### src/rtl/pwm_multi_core.sv
// rtl/pwm_multi_core.sv - multi-channel phase-shifted PWM core with staged, wrap-aligned updates (option macro: PWM_MULTI_COMP_EN)
module pwm_multi_core #(
   parameter int CH_NUM = 4,
   parameter int CNT_W  = 16,
   parameter int DUTY_W = 10
) (
   input  logic                     CLK_I,
   input  logic                     RSTN_I,
   input  logic [CH_NUM-1:0]        EN_I,
   input  logic [CNT_W-1:0]         PERIOD_I,
   input  logic [CH_NUM*DUTY_W-1:0] DUTY_I,
   input  logic [CH_NUM*CNT_W-1:0]  PHASE_I,
   input  logic                     UPDATE_I,
`ifdef PWM_MULTI_COMP_EN
   input  logic [7:0]               DEAD_I,
   output logic [CH_NUM-1:0]        PWMN_O,
`endif
   output logic [CH_NUM-1:0]        PWM_O,
   output logic                     PERIOD_END_O,
   output logic                     UPD_PEND_O
);

   localparam int                PW        = DUTY_W + CNT_W;
   localparam logic [DUTY_W-1:0] DUTY_FULL = DUTY_W'(1000);
   localparam logic [PW-1:0]     PERMILLE  = PW'(1000);

   // sample stage, multiply stage and pending set
   logic                v_s, v_m, pend_valid, upd_pend;
   logic [CNT_W-1:0]    s_period, pend_period;
   logic [DUTY_W-1:0]   s_duty    [CH_NUM];
   logic [CNT_W-1:0]    s_phase   [CH_NUM];
   logic [PW-1:0]       m_prod    [CH_NUM];
   logic [PW-1:0]       quot      [CH_NUM];
   logic [CNT_W-1:0]    high_sat  [CH_NUM];
   logic [DUTY_W-1:0]   pend_duty [CH_NUM];
   logic [CNT_W-1:0]    pend_high [CH_NUM];
   logic [CNT_W-1:0]    pend_phase[CH_NUM];

   // active set and shared counter
   logic [CNT_W-1:0]    cnt, act_period;
   logic [DUTY_W-1:0]   act_duty  [CH_NUM];
   logic [CNT_W-1:0]    act_high  [CH_NUM];
   logic [CNT_W-1:0]    act_phase [CH_NUM];
   logic [CNT_W:0]      pos       [CH_NUM];
   logic [CH_NUM-1:0]   raw;
   logic                wrap, xfer;

   assign wrap         = (cnt >= act_period - CNT_W'(1));
   // a fresh UPDATE_I on the wrap cycle supersedes the ready set
   assign xfer         = wrap && pend_valid && !UPDATE_I;
   assign PERIOD_END_O = wrap;
   assign UPD_PEND_O   = upd_pend;

   // divide stage: per-mille scaling, saturated to counter width
   always_comb begin
      for (int i = 0; i < CH_NUM; i++) begin
         quot[i]     = m_prod[i] / PERMILLE;
         high_sat[i] = (|quot[i][PW-1:CNT_W]) ? '1 : quot[i][CNT_W-1:0];
      end
   end

   // update pipeline: sample, multiply, divide into pending; a new UPDATE_I restarts it
   always_ff @(posedge CLK_I) begin
      if (!RSTN_I) begin
         v_s         <= 1'b0;
         v_m         <= 1'b0;
         pend_valid  <= 1'b0;
         upd_pend    <= 1'b0;
         s_period    <= CNT_W'(2);
         pend_period <= CNT_W'(2);
         for (int i = 0; i < CH_NUM; i++) begin
            s_duty[i]     <= '0;
            s_phase[i]    <= '0;
            m_prod[i]     <= '0;
            pend_duty[i]  <= '0;
            pend_high[i]  <= '0;
            pend_phase[i] <= '0;
         end
      end else begin
         v_s <= UPDATE_I;
         v_m <= v_s && !UPDATE_I;
         for (int i = 0; i < CH_NUM; i++)
            m_prod[i] <= PW'(s_duty[i]) * PW'(s_period);
         if (UPDATE_I) begin
            pend_valid <= 1'b0;
            upd_pend   <= 1'b1;
            s_period   <= (PERIOD_I < CNT_W'(2)) ? CNT_W'(2) : PERIOD_I;
            for (int i = 0; i < CH_NUM; i++) begin
               s_duty[i]  <= DUTY_I[i*DUTY_W +: DUTY_W];
               s_phase[i] <= PHASE_I[i*CNT_W +: CNT_W];
            end
         end else begin
            if (v_m) begin
               pend_valid  <= 1'b1;
               pend_period <= s_period;
               for (int i = 0; i < CH_NUM; i++) begin
                  pend_duty[i]  <= s_duty[i];
                  pend_high[i]  <= high_sat[i];
                  pend_phase[i] <= s_phase[i];
               end
            end else if (xfer) begin
               pend_valid <= 1'b0;
            end
            if (xfer)
               upd_pend <= 1'b0;
         end
      end
   end

   // counter and atomic transfer of the pending set on the wrap cycle
   always_ff @(posedge CLK_I) begin
      if (!RSTN_I) begin
         cnt        <= '0;
         act_period <= CNT_W'(2);
         for (int i = 0; i < CH_NUM; i++) begin
            act_duty[i]  <= '0;
            act_high[i]  <= '0;
            act_phase[i] <= '0;
         end
      end else if (xfer) begin
         cnt        <= '0;
         act_period <= pend_period;
         for (int i = 0; i < CH_NUM; i++) begin
            act_duty[i]  <= pend_duty[i];
            act_high[i]  <= pend_high[i];
            act_phase[i] <= pend_phase[i];
         end
      end else if (wrap) begin
         cnt <= '0;
      end else begin
         cnt <= cnt + CNT_W'(1);
      end
   end

   // per-channel position within the period and raw level
   always_comb begin
      for (int i = 0; i < CH_NUM; i++) begin
         pos[i] = {1'b0, cnt} + {1'b0, act_period}
                  - ((act_phase[i] >= act_period) ? '0 : {1'b0, act_phase[i]});
         if (pos[i] >= {1'b0, act_period})
            pos[i] = pos[i] - {1'b0, act_period};
         raw[i] = EN_I[i] && (act_duty[i] != '0)
                  && ((act_duty[i] >= DUTY_FULL)
                      || ((act_high[i] != '0)
                          && ((act_high[i] >= act_period) || (pos[i] < {1'b0, act_high[i]}))));
      end
   end

`ifdef PWM_MULTI_COMP_EN
   logic [7:0]        s_dead, pend_dead, act_dead;
   logic [7:0]        dcnt [CH_NUM];
   logic [7:0]        dnext[CH_NUM];
   logic [CH_NUM-1:0] raw_q;

   // dead-time value follows the same sample/pending/active path as the rest of the set
   always_ff @(posedge CLK_I) begin
      if (!RSTN_I) begin
         s_dead    <= '0;
         pend_dead <= '0;
         act_dead  <= '0;
      end else begin
         if (UPDATE_I)
            s_dead <= DEAD_I;
         else if (v_m)
            pend_dead <= s_dead;
         if (xfer)
            act_dead <= pend_dead;
      end
   end

   // every raw edge reloads the dead-time counter
   always_comb begin
      for (int i = 0; i < CH_NUM; i++)
         dnext[i] = (raw[i] != raw_q[i]) ? act_dead
                  : ((dcnt[i] != 8'd0) ? dcnt[i] - 8'd1 : 8'd0);
   end

   // complementary outputs, both held low while dead time runs
   always_ff @(posedge CLK_I) begin
      if (!RSTN_I) begin
         raw_q  <= '0;
         PWM_O  <= '0;
         PWMN_O <= '0;
         for (int i = 0; i < CH_NUM; i++)
            dcnt[i] <= '0;
      end else begin
         raw_q <= raw;
         for (int i = 0; i < CH_NUM; i++) begin
            dcnt[i]   <= dnext[i];
            PWM_O[i]  <= raw[i] && (dnext[i] == 8'd0);
            PWMN_O[i] <= EN_I[i] && !raw[i] && (dnext[i] == 8'd0);
         end
      end
   end
`else
   // registered outputs, one cycle behind the counter value they reflect
   always_ff @(posedge CLK_I) begin
      if (!RSTN_I)
         PWM_O <= '0;
      else
         PWM_O <= raw;
   end
`endif

endmodule
### config.mk
export PLATFORM = sky130hd
export DESIGN_NAME = pwm_multi_core
export DESIGN_NICKNAME = d
export VERILOG_FILES = /design/src/rtl/pwm_multi_core.sv
export SDC_FILE = /design/constraint.sdc
export NUM_CORES = 2
export LEC_CHECK = 0
export CAP_MARGIN = 10
export CORE_UTILIZATION = 65
export CTS_CLUSTER_DIAMETER = 100
export DETAILED_ROUTE_END_ITERATION = 10
export PLACE_DENSITY = 0.83
export SYNTH_ARGS = -nofsm -noshare
export SYNTH_HDL_FRONTEND = slang
export SYNTH_SLANG_ARGS = --single-unit
### constraint.sdc
create_clock -name CLK_I -period 56.3 [get_ports CLK_I]
set_input_delay 16.89 -clock CLK_I [delete_from_list [all_inputs] [get_ports CLK_I]]
set_output_delay 16.89 -clock CLK_I [all_outputs]
set_load 0.05 [all_outputs]
* Word level (Yosys, flattened, before mapping) *
Memories as Yosys holds them, arrays and structs flattened.
Index checks and enable logic that the tools add are counted.

word-level totals
  flip-flop bits (word level) = 72
  memories = 9
  output and inout port bits = 6
  memory bits (writable) = 544
  input port bits = 127
  logic and storage cells = 202

memories
  memory       words  bits a word  read ports  clocked after Yosys merged registers in  write ports  line  text
  m_prod       4      26           4           0                                        4            32    logic [PW-1:0] m_prod [CH_NUM];
  act_high     4      16           4           0                                        4            42    logic [CNT_W-1:0] act_high [CH_NUM];
  act_phase    4      16           4           0                                        4            43    logic [CNT_W-1:0] act_phase [CH_NUM];
  pend_high    4      16           4           0                                        4            36    logic [CNT_W-1:0] pend_high [CH_NUM];
  pend_phase   4      16           4           0                                        4            37    logic [CNT_W-1:0] pend_phase[CH_NUM];
  s_phase      4      16           4           0                                        4            31    logic [CNT_W-1:0] s_phase [CH_NUM];
  +3 memories  n/a    n/a          n/a         n/a                                      n/a          n/a

operators by class
  mux-type cells = 64
  reductions and logical operators = 41
  $mul = 4
  bitwise operators = 38
  $lt $le $gt $ge = 22
  $add $sub $neg = 11
  divide/modulo/power cells = 4

operator list
  cell                                                                            count
  16-bit two-way mux                                                              29
  16-bit >= comparator                                                            9
  17-bit by 16-bit subtractor with 17-bit output                                  8
  10-bit two-way mux                                                              12
  26-bit by 10-bit divider with 26-bit output (second input constant)             4
  10-bit by 16-bit multiplier with 26-bit output                                  4
  26-bit two-way mux                                                              4
  17-bit by 16-bit >= comparator with 1-bit output                                4
  17-bit by 16-bit less-than comparator with 1-bit output                         4
  17-bit two-way mux                                                              4
  16-bit nonzero test                                                             4
  10-bit >= comparator (second input constant)                                    4
  10-bit nonzero test                                                             4
  10-bit OR reduction                                                             4
  1-bit bitwise OR                                                                36
  16-bit by 16-bit adder with 17-bit output                                       1
  16-bit by 1-bit adder with 16-bit output (second input constant)                1
  16-bit by 2-bit less-than comparator with 1-bit output (second input constant)  1
  16-bit by 1-bit subtractor with 16-bit output (second input constant)           1
  1-bit logical AND                                                               15
  1-bit two-way mux                                                               15
  1-bit logical OR                                                                8
  2-bit nonzero test                                                              2
  3-bit OR reduction                                                              1
  other kinds (4)                                                                 5

* Depth between registers and ports, before layout *
  word-level depth = 10
  depth in mapped cells = 76

* Least setup slack after synthesis *
Ideal clock, no wire load.

  kind = input to register
  from = input UPDATE_I
  to = memory act_duty[0][0] (enable)
  library setup time = 0.930 ns
  stages = 3
  path buffers = 1
  arrival = 28.969 ns
  setup slack = 26.401 ns
  path through = clkbuf_1 -> nand2b_1 -> o21ai_0

RTL lines
  element      line  text
  from (decl)  13    input logic UPDATE_I,
  to (decl)    41    logic [DUTY_W-1:0] act_duty [CH_NUM];

* Final worst setup path *
  from = register act_period[1]
  to = output PERIOD_END_O

between the ends
  longest elaborated chain between the ends = 2

ends and longest elaborated chain
  element                                        line  text
  from (decl)                                    40    logic [CNT_W-1:0] cnt, act_period;
  from (signal assigned)                         122   act_period <= pend_period;
  16-bit by 1-bit subtractor with 16-bit output  48    assign wrap = (cnt >= act_period - CNT_W'(1));
  16-bit >= comparator                           48
  to (decl)                                      19    output logic PERIOD_END_O,

No other way between the ends.

==> flow_metrics.env <==
export IMPL_overflow=0
export IMPL_syn_avg_cell_area_sq_um=8.86
export IMPL_die_x_um=327
export IMPL_p_per_area_mw_per_mm2=46.4
export IMPL_syn_cell_area_sq_mm=0.0687
export IMPL_period_needed_ps=23270
export IMPL_clkSinkCount=604
export IMPL_htree_levels=3
export IMPL_cp_start_kind="flop"
export IMPL_first_global_vias=57700
export IMPL_clock_latency_ps=650
export IMPL_vias_per_cell=6.48
export IMPL_cts_clk_slew_worst_paths_ps=70
export IMPL_hold_violations=0
export IMPL_synth_seq_area_share_pct=24.0
export IMPL_cts_buffers=67
export IMPL_rsz0062_at_grt="false"
export IMPL_cts_tree="built"
export IMPL_met3_usage_pct=4.73
export IMPL_hold_depth=1
export IMPL_crit_path_end_kind="output port"
export IMPL_cts_root_buf="clkbuf_16"
export IMPL_status="complete, no violations"
export IMPL_path_buf_inv=3
export IMPL_grtUsageMet2_pct=58.4
export IMPL_critPathSlowestCell="clkdlybuf4s50_1"
export IMPL_syn_inst=7752
export IMPL_dieHeight_um=327
export IMPL_fin_setup_tns_ps=0
export IMPL_synthDistinctLibCells=137
export IMPL_grt_pass1_wl_mm=302
export IMPL_critical_path_class="reg -> out"
export IMPL_firstDrtPassIters=7
export IMPL_syn_num_nets=8922
export IMPL_drive_gt1_share_pct=4.65
export IMPL_totalWireLength_mm=188
export IMPL_nFillCells=7919
export IMPL_finalCritPeriodShare_pct=41.3
export IMPL_rows=118
export IMPL_grt_busiest_layer="met2"
export IMPL_r2r_end="pend_high[3][0]"
export IMPL_route_detailed_drc=0
export IMPL_ant_nets=0
export IMPL_setup_viol=0
export IMPL_initial_core_util_pct=66.0
export IMPL_cts_resized=0
export IMPL_multi_input_area_sq_mm=0.0482
export IMPL_reg2reg_depth=40
export IMPL_grt_max_degree=263
export IMPL_port_buffers=132
export IMPL_wire_per_inst_um=20.8
export IMPL_clockBufferDepth=3
export IMPL_drtIter0Drc=5763
export IMPL_area_sequential_sq_mm=0.0165
export IMPL_r2r_slack_ps=41230
export IMPL_cts_post_setup_buffers_inserted=0
export IMPL_routabilityCongestion=0.973
export IMPL_async_flop_share_pct=0
export IMPL_critPathTopFamily="compound AO/OA/AOI/OAI gates"
export IMPL_cp_max_fo=14
export IMPL_tightest_slew_ps=1250
export IMPL_dieArea_sq_mm=0.107
export IMPL_max_freq_mhz=43.0
export IMPL_hold_end="pend_period[13]"
export IMPL_required_ps=39410
export IMPL_area_growth_pct=5.97
export IMPL_antenna_found_initial=14
export IMPL_maxCapViolCount=0
export IMPL_core_area_sq_mm=0.104
export IMPL_skew_ps=35.2
export IMPL_cts_hold_buf=0
export IMPL_dpl_hpwl_mm=136
export IMPL_min_from="pend_period[13]"
export IMPL_grt_util_met1_pct=45.6
export IMPL_via_count=58400
export IMPL_peakVddDrop_v=0.0000905
export IMPL_yosys_most_used_dff="edfxtp_1"
export IMPL_leakage_nw=32.5
export IMPL_final_nets=8750
export IMPL_slew_headroom_pct=16.0
export IMPL_final_max_slew_viol_count=0
export IMPL_synth_edf_count=440
export IMPL_instances_no_fill=9017
export IMPL_synth_seq_cells=604
export IMPL_min_path_type="reg -> reg"
export IMPL_dp_cells=8889
export IMPL_arrival_ps=6380
export IMPL_r2r_start="m_prod[3][20]"
export IMPL_cpPeakStageDelay_ps=780
export IMPL_yosysWarnings=0
export IMPL_grt_usage_pct=35.0
export IMPL_num_io_pins=133
sequential cells by signal (all words and copies together) (netlist names):
register / cells
UPD_PEND_O: 1
v_s: 1
PWM_O: 4
act_phase: 64
cnt: 16
pend_valid: 1
pend_duty: 40
s_duty: 40
v_m: 1
act_period: 16
s_phase: 64
s_period: 16
pend_phase: 64
act_high: 64
pend_high: 64
m_prod: 92
pend_period: 16
act_duty: 40
layer usage:
layer	share of wire (%)	vias up
met4	4.8	2
met5	0.0069	-
li1	-	27100
met3	7.8	510
met1	40	28300
met2	47	2441
how the worst max path moves through the flow:
stage          cells past startpoint  slack (ps)          start        endpoint
2_1_floorplan                      3       26400       UPDATE_I  act_duty[0][0]
3_3_place_gp                      25       33730  act_period[1]    PERIOD_END_O
3_5_place_dp                      25       33710  act_period[1]    PERIOD_END_O
4_1_cts                           25       33030  act_period[1]    PERIOD_END_O
5_1_grt                           25       32510  act_period[1]    PERIOD_END_O
6_report                          25       33030  act_period[1]    PERIOD_END_O
logic make-up after synthesis:
kind of cell               after synthesis  synth area share, %
and+or+nand+nor                       2758                 21.1
AOI/OAI and AO/OA                     1772                 17.9
adders and majority gates             1065                 24.2
buffers and inverters                 1053                 5.93
DFF                                    604                 24.0
xor gates and xnor gates               357                 4.62
muxes                                  143                 2.21
cell type report:
type,count,share of cell area (%)
Multi-Input combinational cell,6095,66.2
Timing Repair Buffer,196,2.49
Clock inverter,42,0.657
Inverter,616,3.19
Antenna cell,2,0.00688
Tap cell,1380,2.37
Sequential cell,604,22.7
Clock buffer,82,2.45
cell usage in the layout, fill, tap and decap left out, types with 24 or more instances in the layout:
cell and count:
clkdlybuf4s50_1 130, nor2_1 346, and3_1 436, mux2i_1 103, nor3_1 132, o21ai_0 282
inv_1 613, mux2_2 34, and2_1 437, a21oi_1 414, dfxtp_1 163, nand3_1 122
or2_2 30, o22ai_1 32, nand2_1 739, o21bai_1 91, buf_4 62, nand4_1 68
edfxtp_1 440, xnor2_1 259, a22oi_1 28, o2111ai_1 24, xor2_1 93, clkbuf_16 69
ha_1 594, nor4_1 54, a22o_1 24, fa_1 449, a31oi_1 63, a21o_1 189
o31ai_1 72, nor2b_1 125, or3_1 34, o21ai_1 25, nand2b_1 117, o211ai_1 71
a211oi_1 52, o211a_1 27, o21a_1 40
synthesized netlist by cell type (54+ instances only):
| library cell | number | area, sq um |
|---|---|---|
| nor4_1 | 54 | 338 |
| o21bai_1 | 91 | 683 |
| xnor2_1 | 259 | 2270 |
| mux2i_1 | 103 | 1030 |
| o211ai_1 | 71 | 533 |
| o21ai_0 | 283 | 1420 |
| nand3_1 | 122 | 611 |
| nand4_1 | 68 | 425 |
| edfxtp_1 | 440 | 13200 |
| nor2b_1 | 127 | 795 |
| and3_1 | 436 | 2730 |
| dfxtp_1 | 164 | 3280 |
| and2_1 | 437 | 2730 |
| clkbuf_1 | 372 | 1400 |
| ha_1 | 594 | 7430 |
| o31ai_1 | 72 | 541 |
| fa_1 | 449 | 8990 |
| nor3_1 | 133 | 666 |
| nor2_1 | 347 | 1300 |
| inv_1 | 615 | 2310 |
| a21oi_1 | 414 | 2070 |
| a21o_1 | 189 | 1420 |
| nand2b_1 | 117 | 732 |
| nand2_1 | 740 | 2780 |
| xor2_1 | 93 | 815 |
| a31oi_1 | 63 | 394 |
where the power goes:
group / switching, mW / leakage (nW) / internal (mW) / total, mW
combinational: 1.41 / 25.4 / 0.909 / 2.32
sequential: 0.0831 / 5.98 / 0.512 / 0.595
clock: 0.202 / 1.10 / 0.259 / 0.460
stage by stage:
stage	power (mW)	instance area, sq um	setup WS, ps	hold WS, ps	utilization (%)
after floorplan	2.42	68700	26400	406	-
after global placement	2.80	70500	33730	432	67.7
after detailed placement	2.87	70500	33710	445	67.7
after CTS	3.34	72800	33030	482	69.9
after global routing	3.66	72800	32510	492	69.9
final	3.38	72800	33030	483	69.9
Note: power is estimated with default switching activity, not from simulation.
